==> src/rtl/morph3x3_stream.sv <==
// Streaming 3x3 binary erode/dilate/bypass over a valid/ready raster stream.
// Two IMG_W-deep line buffers plus a 3x3 shift window; output lags input by IMG_W+1 pixels.
module morph3x3_stream #(
   parameter int unsigned IMG_W = 630,
   parameter int unsigned IMG_H = 390,
   parameter int unsigned XW    = 10,
   parameter int unsigned YW    = 9
) (
   input  logic       PixelClk,
   input  logic       nRst,
   input  logic [1:0] mode,
   input  logic [8:0] kmask,
   input  logic       s_valid,
   output logic       s_ready,
   input  logic       s_pixel,
   input  logic       s_sof,
   output logic       m_valid,
   input  logic       m_ready,
   output logic       m_pixel,
   output logic       m_sof,
   output logic       m_eol,
   output logic       m_eof
);

   localparam logic [XW-1:0] XLast = XW'(IMG_W - 1);
   localparam logic [YW-1:0] YLast = YW'(IMG_H - 1);

   typedef enum logic [1:0] {StIdle, StFill, StRun, StFlush} state_e;

   state_e        state_q;
   logic          en_q;
   logic [XW-1:0] in_x_q, out_x_q;
   logic [YW-1:0] in_y_q, out_y_q;
   logic [1:0]    mode_q;
   logic [8:0]    kmask_q;
   logic [8:0]    win_q;
   logic          gen_done_q;
   logic          lb1_mem [IMG_W];
   logic          lb2_mem [IMG_W];
   logic          rd1_q, rd2_q;

   logic          slot_free, s_hs, sof_acc, in_step, flush_step, step, emit, res;
   logic [XW-1:0] eff_x, x_next, rd_addr;
   logic [YW-1:0] eff_y;
   logic [8:0]    win_d, tap_ok;
   logic [2:0]    row_ok, col_ok;

   always_comb begin
      slot_free = !m_valid || m_ready;
      unique case (state_q)
         StIdle, StFill: s_ready = en_q;
         StRun:          s_ready = en_q && slot_free;
         default:        s_ready = 1'b0;
      endcase
      s_hs       = s_valid && s_ready;
      sof_acc    = s_hs && s_sof;
      in_step    = s_hs && ((state_q != StIdle) || s_sof);
      // Flush keeps the window marching over virtual positions; missing taps are padded.
      flush_step = (state_q == StFlush) && slot_free && !gen_done_q;
      step       = in_step || flush_step;
      emit       = ((state_q == StRun) && in_step && !sof_acc) || flush_step;

      eff_x   = sof_acc ? '0 : in_x_q;
      eff_y   = sof_acc ? '0 : in_y_q;
      x_next  = (eff_x == XLast) ? '0 : eff_x + 1'b1;
      // Prefetch the next column so the registered RAM read is ready on the next accept.
      rd_addr = step ? x_next : in_x_q;

      win_d = {s_pixel, win_q[8:7], rd1_q, win_q[5:4], rd2_q, win_q[2:1]};

      row_ok = {out_y_q != YLast, 1'b1, out_y_q != '0};
      col_ok = {out_x_q != XLast, 1'b1, out_x_q != '0};
      for (int r = 0; r < 3; r++) begin
         for (int c = 0; c < 3; c++) begin
            tap_ok[r*3+c] = row_ok[r] && col_ok[c];
         end
      end

      unique case (mode_q)
         2'b01:   res = &(~kmask_q | ~tap_ok | win_d);
         2'b10:   res = |(kmask_q & tap_ok & win_d);
         default: res = win_d[4];
      endcase
   end

   always_ff @(posedge PixelClk) begin
      if (step) begin
         lb1_mem[eff_x] <= s_pixel;
         lb2_mem[eff_x] <= rd1_q;
      end
      rd1_q <= lb1_mem[rd_addr];
      rd2_q <= lb2_mem[rd_addr];
   end

   always_ff @(posedge PixelClk or negedge nRst) begin
      if (!nRst) begin
         state_q    <= StIdle;
         en_q       <= 1'b0;
         in_x_q     <= '0;
         in_y_q     <= '0;
         out_x_q    <= '0;
         out_y_q    <= '0;
         mode_q     <= '0;
         kmask_q    <= '0;
         win_q      <= '0;
         gen_done_q <= 1'b0;
         m_valid    <= 1'b0;
         m_pixel    <= 1'b0;
         m_sof      <= 1'b0;
         m_eol      <= 1'b0;
         m_eof      <= 1'b0;
      end else begin
         en_q <= 1'b1;
         if (step) begin
            in_x_q <= x_next;
            win_q  <= win_d;
         end
         if (in_step) in_y_q <= (eff_x == XLast) ? eff_y + 1'b1 : eff_y;

         if (sof_acc) begin
            mode_q     <= mode;
            kmask_q    <= kmask;
            out_x_q    <= '0;
            out_y_q    <= '0;
            gen_done_q <= 1'b0;
         end else if (emit) begin
            if (out_x_q == XLast) begin
               out_x_q <= '0;
               out_y_q <= out_y_q + 1'b1;
               if (out_y_q == YLast) gen_done_q <= 1'b1;
            end else begin
               out_x_q <= out_x_q + 1'b1;
            end
         end

         if (emit) begin
            m_valid <= 1'b1;
            m_pixel <= res;
            m_sof   <= (out_x_q == '0) && (out_y_q == '0);
            m_eol   <= (out_x_q == XLast);
            m_eof   <= (out_x_q == XLast) && (out_y_q == YLast);
         end else if (m_ready) begin
            m_valid <= 1'b0;
            m_sof   <= 1'b0;
            m_eol   <= 1'b0;
            m_eof   <= 1'b0;
         end

         unique case (state_q)
            StIdle:  if (sof_acc) state_q <= StFill;
            StFill:  if (!sof_acc && in_step && in_x_q == '0 && in_y_q == YW'(1))
                        state_q <= StRun;
            StRun:   if (sof_acc) state_q <= StFill;
                     else if (in_step && in_x_q == XLast && in_y_q == YLast)
                        state_q <= StFlush;
            StFlush: if (m_valid && m_ready && m_eof) state_q <= StIdle;
            default: state_q <= StIdle;
         endcase
      end
   end

endmodule
==> config.mk <==
export PLATFORM = sky130hd
export DESIGN_NAME = morph3x3_stream
export DESIGN_NICKNAME = d
export VERILOG_FILES = /design/src/rtl/morph3x3_stream.sv
export SDC_FILE = /design/constraint.sdc
export NUM_CORES = 2
export LEC_CHECK = 0
export ABC_AREA = 1
export CAP_MARGIN = 20
export CORE_ASPECT_RATIO = 0.8
export CORE_MARGIN = 8
export CORE_UTILIZATION = 30
export DETAILED_ROUTE_END_ITERATION = 8
export SYNTH_ARGS = -nofsm -noshare
export SYNTH_HDL_FRONTEND = slang
export SYNTH_SLANG_ARGS = --single-unit
==> constraint.sdc <==
create_clock -name PixelClk -period 11.5 [get_ports PixelClk]
set_clock_uncertainty 0.2 [all_clocks]
set_input_delay 2.3 -clock PixelClk [delete_from_list [all_inputs] [get_ports PixelClk]]
set_output_delay 2.3 -clock PixelClk [all_outputs]
set_load 0.01 [all_outputs]
Word-level counts from Yosys, hierarchy flattened
Memories as Yosys holds them, arrays and structs flattened. A register that Yosys moved wholly into a read port is not among the register bits.
Cells that the tools add are included.
{"block": "totals", "latchBits": 0, "mem_bits_rw": 1260, "ff_bits": 67, "rom_bits": 0, "output_inout_bits": 6, "memories": 2}
{"memory": "lb1_mem", "depth": 630, "width": 1, "rd": 1, "rd_clocked_by_memory_dff": 1, "write_ports": 1, "line_no": "38", "source": "logic lb1_mem [IMG_W];"}
{"memory": "lb2_mem", "depth": 630, "width": 1, "rd": 1, "rd_clocked_by_memory_dff": 1, "write_ports": 1, "line_no": "39", "source": "logic lb2_mem [IMG_W];"}
{"block": "classes", "addsub": 4, "shift": 0, "n_bitwise": 6, "n_div": 0, "reduce_logical": 45, "mul": 0, "eq_ne": 17, "n_lt_le_gt_ge": 0, "n_mux": 30}
{"operator": "$mux 10", "count": 6}
{"operator": "$mux 9", "count": 5}
{"operator": "$eq 10x10->1 const B", "count": 3}
{"operator": "$logic_and 1x1->1", "count": 21}
{"operator": "$add 10x1->10 const B", "count": 2}
{"operator": "$logic_not 10->1", "count": 2}
{"operator": "$add 9x1->9 const B", "count": 2}
{"operator": "$and 9x9->9", "count": 2}
{"operator": "$eq 9x9->1 const B", "count": 2}
{"operator": "$not 9->9", "count": 2}
{"operator": "$or 9x9->9", "count": 2}
{"operator": "$mux 1", "count": 11}
{"operator": "$mux 2", "count": 5}
{"operator": "$ne 10x10->1 const B", "count": 1}
{"operator": "$reduce_bool 10->1", "count": 1}
{"operator": "$reduce_bool 2->1", "count": 5}
{"operator": "$eq 9x1->1 const B", "count": 1}
{"operator": "$logic_not 9->1", "count": 1}
{"operator": "$ne 9x9->1 const B", "count": 1}
{"operator": "$reduce_and 9->1", "count": 1}
{"operator": "$reduce_bool 9->1", "count": 1}
{"operator": "$reduce_or 9->1", "count": 1}
{"operator": "$pmux 2 s4", "count": 1}
{"operator": "$eq 2x2->1 const B", "count": 3}
{"operator": "other kinds (12)", "count": 20}

Longest topological paths before layout
{"block": "logic_depth", "depth_word": 12, "ltp_mapped": 29, "depth_no_buf": 26}

Worst setup path before layout
No wires, ideal clock.
{"block": "synth_path", "path_type": "reg2reg", "start": "reg rd1_q (read register of lb1_mem)", "end": "mem lb2_mem[0] (data pin)", "arrival_time_ns": 7.978, "setup_time_ns": 1.816, "path_stages_with_launch": 1, "path_slack_ns": 1.506, "cell_sequence": "dfxtp_1"}
{"element": "start, declared", "line_no": "40", "source": "logic rd1_q, rd2_q;"}
{"element": "end, declared", "line_no": "39"}
Straight into the memory's write port.

Final worst setup path
{"block": "layout_path", "start": "in m_ready", "end": "reg rd1_q (read register of lb1_mem)"}
{"block": "layout_between", "elab_chain_cells": 9}
{"element": "start, declared", "line_no": "18", "source": "input logic m_ready,"}
{"element": "$logic_or 1x1->1 *", "line_no": "49", "source": "slot_free = !m_valid || m_ready;"}
{"element": "$logic_and 1x1->1", "line_no": "52", "source": "StRun: s_ready = en_q && slot_free;"}
{"element": "$pmux 1 s2", "line_no": "50", "source": "unique case (state_q)"}
{"element": "$logic_and 1x1->1", "line_no": "55", "source": "s_hs = s_valid && s_ready;"}
{"element": "$logic_and 1x1->1", "line_no": "56", "source": "sof_acc = s_hs && s_sof;"}
{"element": "$mux 10", "line_no": "63", "source": "eff_x = sof_acc ? '0 : in_x_q;"}
{"element": "$add 10x1->10 / $eq 10x10->1 (equally long branches)", "line_no": "65", "source": "x_next = (eff_x == XLast) ? '0 : eff_x + 1'b1;"}
{"element": "$mux 10", "line_no": "65"}
{"element": "$mux 10 *"}
Mark *: on every way between the ends. The rest lies on a longest branch, timed or not.
A chain may end at the register's enable or synchronous reset.

==> impl_metrics.sql <==
INSERT INTO impl_metrics (metric_group, metric, value, unit) VALUES
('run_status', 'status', 'finished clean', ''),
('sta', 'max_clock_freq', '124', 'MHz'),
('flow_run', 'drv_cap', '0', ''),
('clock_tree', 'maximum_level_of_the_cts_h_tree', '4', ''),
('routing', 'drt_wl_total', '166000', 'um'),
('clock_tree', 'cts_buffers', '130', ''),
('logic_synthesis', 'netlist_top_cells_area', 'edfxtp_1 64%, nand2_1 6.9%, nand3_1 6.7%, nor2_1 5.2%, inv_1 3.2%', ''),
('global_route', 'grt_antenna_before_repair', '1', ''),
('power_and_ir_drop', 'power.density', '144', 'nW/um2'),
('routing', 'drtPass1Iterations', '6', ''),
('place', 'dp_cells', '7952', ''),
('logic_synthesis', 'netlist.top_cell.by_area', 'edfxtp_1', ''),
('clock_tree', 'cts_tree', 'yes', ''),
('global_route', 'grt_usage', '15.3', '%'),
('routing', 'vias', '41903', ''),
('clock_tree', 'clock_latency', '770', 'ps'),
('floorplan', 'die-width', '513', 'um'),
('sta', 'unrepaired_setup_endpoints_after_global_routing', 'false', ''),
('sta', 'layout_min_cycle_time', '8080', 'ps'),
('sta', 'report.final.setup_viol', '0', ''),
('logic_synthesis', 'netlist-cell-type-count', '52', ''),
('clock_tree', 'postCtsSetupBuffers', '0', ''),
('global_route', 'global_route.usage.met1', '22.1', '%'),
('final_layout', 'filler_cell_count', '19680', ''),
('floorplan', 'placement_rows', '146', ''),
('sta', 'max_slew.worst_pin.slew', '1210', 'ps'),
('floorplan', 'height_of_the_die', '413', 'um'),
('setup_path', 'crit_path_max_incr_delay', '750', 'ps'),
('setup_path', 'worstSetupStartpointType', 'input port', ''),
('routing', 'antenna_left', '0', ''),
('global_route', 'grt_pass1_vias', '40577', ''),
('final_layout', 'layout_commonest_cell', 'edfxtp_1', ''),
('logic_synthesis', 'synth_seq_cells', '1326', ''),
('sta', 'layout_worst_path_cycle_share', '70.3', '%'),
('power_and_ir_drop', 'max-vdd-ir-drop', '0.135', 'mV'),
('final_layout', 'layout_common_cells', '1260 x edfxtp_1, 1066 x nand2_1, 820 x nor2_1', ''),
('clock_tree', 'clk_path_buf_depth', '3', ''),
('logic_synthesis', 'synth_cells', '5656', ''),
('setup_path', 'critical_path.max_fanout', '88', ''),
('setup_path', 'worst_path_top_cell_family_by_delay', 'simple AND/OR/NAND/NOR gates', ''),
('routing', 'avgRoutedWirePerCell', '20.3', 'um'),
('floorplan', 'start_util', '30.1', '%'),
('setup_path', 'cp_slowest_cell', 'inv_6', ''),
('logic_synthesis', 'syn_area', '59200', 'um2'),
('logic_synthesis', 'synth_nets', '5686', ''),
('logic_synthesis', 'post_synthesis_sequential_area_ratio', '66.6', '%'),
('worst_hold_path', 'hold_path.class', 'reg2reg', ''),
('global_route', 'busiest_layer', 'met2', ''),
('clock_tree', 'clk_transition_reported_paths', '70', 'ps'),
('worst_hold_path', 'min_to', 'out_y_q[2]', ''),
('floorplan', 'floorplan.die_area', '212000', 'um2'),
('global_route', 'globalRouteMet2Util', '23.4', '%'),
('logic_synthesis', 'postSynth.topFlopCell', 'edfxtp_1', ''),
('setup_path', 'arrival', '8540', 'ps'),
('sta', 'hold_violations', '0', ''),
('place', 'finalWeightedCongestion', '0.852', ''),
('place', 'post-dp-hpwl', '93300', 'um'),
('global_route', 'met3_usage', '2.93', '%'),
('routing', 'drt-initial-drc-count', '4630', ''),
('clock_tree', 'cts.repair.resized', '0', ''),
('clock_tree', 'hold_buffers', '0', ''),
('setup_path', 'regToRegStartpoint', 'state_q[1]', ''),
('sta', 'slew_violations', '0', ''),
('setup_path', 'setup.worst_path.end_class', 'flop', ''),
('worst_hold_path', 'min_delay_path_depth', '1', ''),
('setup_path', 'critical_path_buf_inv_count', '8', ''),
('sta', 'hold_ws', '288', 'ps'),
('final_layout', 'finalNonFillerCells', '8186', ''),
('global_route', 'gr-total-overflow', '0', ''),
('clock_tree', 'clockRootBuffer', 'clkbuf_16', ''),
('final_layout', 'layout-drive-gt1-share', '5.29', '%');
[registers in the layout (all words and copies together), names as in the netlist, 6 cells and up]
| name | count |
|---|---|
| in_x_q | 10 |
| in_y_q | 9 |
| kmask_q | 9 |
| lb1_mem | 630 |
| lb2_mem | 630 |
| out_x_q | 10 |
| out_y_q | 9 |
| win_q | 6 |
[layer usage]
metal	vias up	share of wire, %
met5	-	0
met4	0	2.2
met3	239	7.9
met2	1734	44
met1	20873	46
li1	19057	-
[final cells by class]
type                       instances  area, um2  share of cell area, %
tap                             2590       3240                   4.92
clock inverter                    66        537                  0.816
sequential                      1326      39500                   60.0
multi-input combinational       3418      16100                   24.5
clock buffer                     166       3520                   5.34
antenna                            1       2.50                0.00380
timing repair buffer              98        917                   1.39
inverter                         521       1980                   3.00
[worst reg2reg max path, stage by stage (launching register included)]
cell	delay, ps
dfrtp_1	460
nand3_1	150
nand4_2	110
buf_4	450
nand2_1	290
inv_1	180
ha_1	230
inv_1	160
nor2_1	160
nand3_2	100
nor2_4	130
nand2_4	90
inv_2	90
nor2_2	60
o21ai_1	230
nand2_8	350
inv_6	770
buf_4	660
nand3_1	170
nand3_1	100
nand3_1	180
nand3_1	150
nand3_1	80
nand3_1	150
nand3_1	410
nand3_1	250
nand2_1	60
[how the worst max path moves through the flow]
| stage | from | endpoint | slack, ps | cells after the start |
|---|---|---|---|---|
| 6_report | m_ready | rd1_q | 3420 | 28 |
| 5_1_grt | m_ready | rd2_q | 3110 | 28 |
| 4_1_cts | m_ready | rd1_q | 3670 | 28 |
| 3_5_place_dp | m_ready | rd1_q | 2820 | 28 |
| 3_3_place_gp | m_ready | rd2_q | 2850 | 28 |
| 2_1_floorplan | rd1_q | lb2_mem[0] | 1510 | 0 |
[cell usage after synthesis, types with 2 or more instances]
| cell type | n |
|---|---|
| nand3_1 | 788 |
| o21ai_0 | 145 |
| o21bai_1 | 2 |
| xor2_1 | 10 |
| o21ai_1 | 51 |
| nand3_2 | 2 |
| nand2_1 | 1085 |
| inv_4 | 2 |
| nand4_1 | 12 |
| dfrtp_1 | 64 |
| inv_2 | 7 |
| nor3_1 | 14 |
| xnor2_1 | 3 |
| buf_6 | 6 |
| a31oi_1 | 2 |
| buf_2 | 179 |
| o221ai_1 | 22 |
| o211ai_1 | 179 |
| inv_1 | 511 |
| a21oi_1 | 27 |
| ha_1 | 13 |
| nand2_2 | 2 |
| edfxtp_1 | 1260 |
| clkbuf_1 | 173 |
| nor4_1 | 8 |
| buf_4 | 12 |
| dfxtp_1 | 2 |
| nor2_1 | 820 |
| o31ai_1 | 2 |
| nand3b_1 | 169 |
| a221oi_1 | 2 |
| nand2_4 | 4 |
| o22ai_1 | 39 |
| buf_1 | 21 |
[through the flow]
step / power [mW] / utilization [%] / setup WS, ps / area [um2]
finish: 9.47 / 33.4 / 3420 / 65800
global route: 9.71 / 33.4 / 3110 / 65800
CTS: 9.52 / 33.4 / 3670 / 65800
detailed placement: 5.40 / 31.3 / 2820 / 61700
global placement: 5.40 / 31.3 / 2850 / 61700
floorplan: 5.35 / - / 1510 / 59200
[kinds of logic (layout without fill, tap and decap cells)]
group | after synthesis | count (layout) | synth area share, %
AO/OA/AOI/OAI | 480 | 480 | 5.13
AND/OR/NAND/NOR | 2911 | 2911 | 21.4
adder cells (fa/ha/maj) | 13 | 13 | 0.275
buffers and inverters | 912 | 851 | 6.32
flip-flops | 1326 | 1326 | 66.6
other | 1 | 2 | 0.00633
XOR/XNOR | 13 | 13 | 0.192
[where the power goes]
part / internal [mW] / leakage [nW] / switching, mW / total, mW
Combinational: 0.00652 / 9.31 / 0.0447 / 0.0512
Clock: 2.31 / 1.98 / 1.87 / 4.17
Sequential: 5.24 / 12.2 / 0.000182 / 5.24
Power figures use the tool's default switching activity.
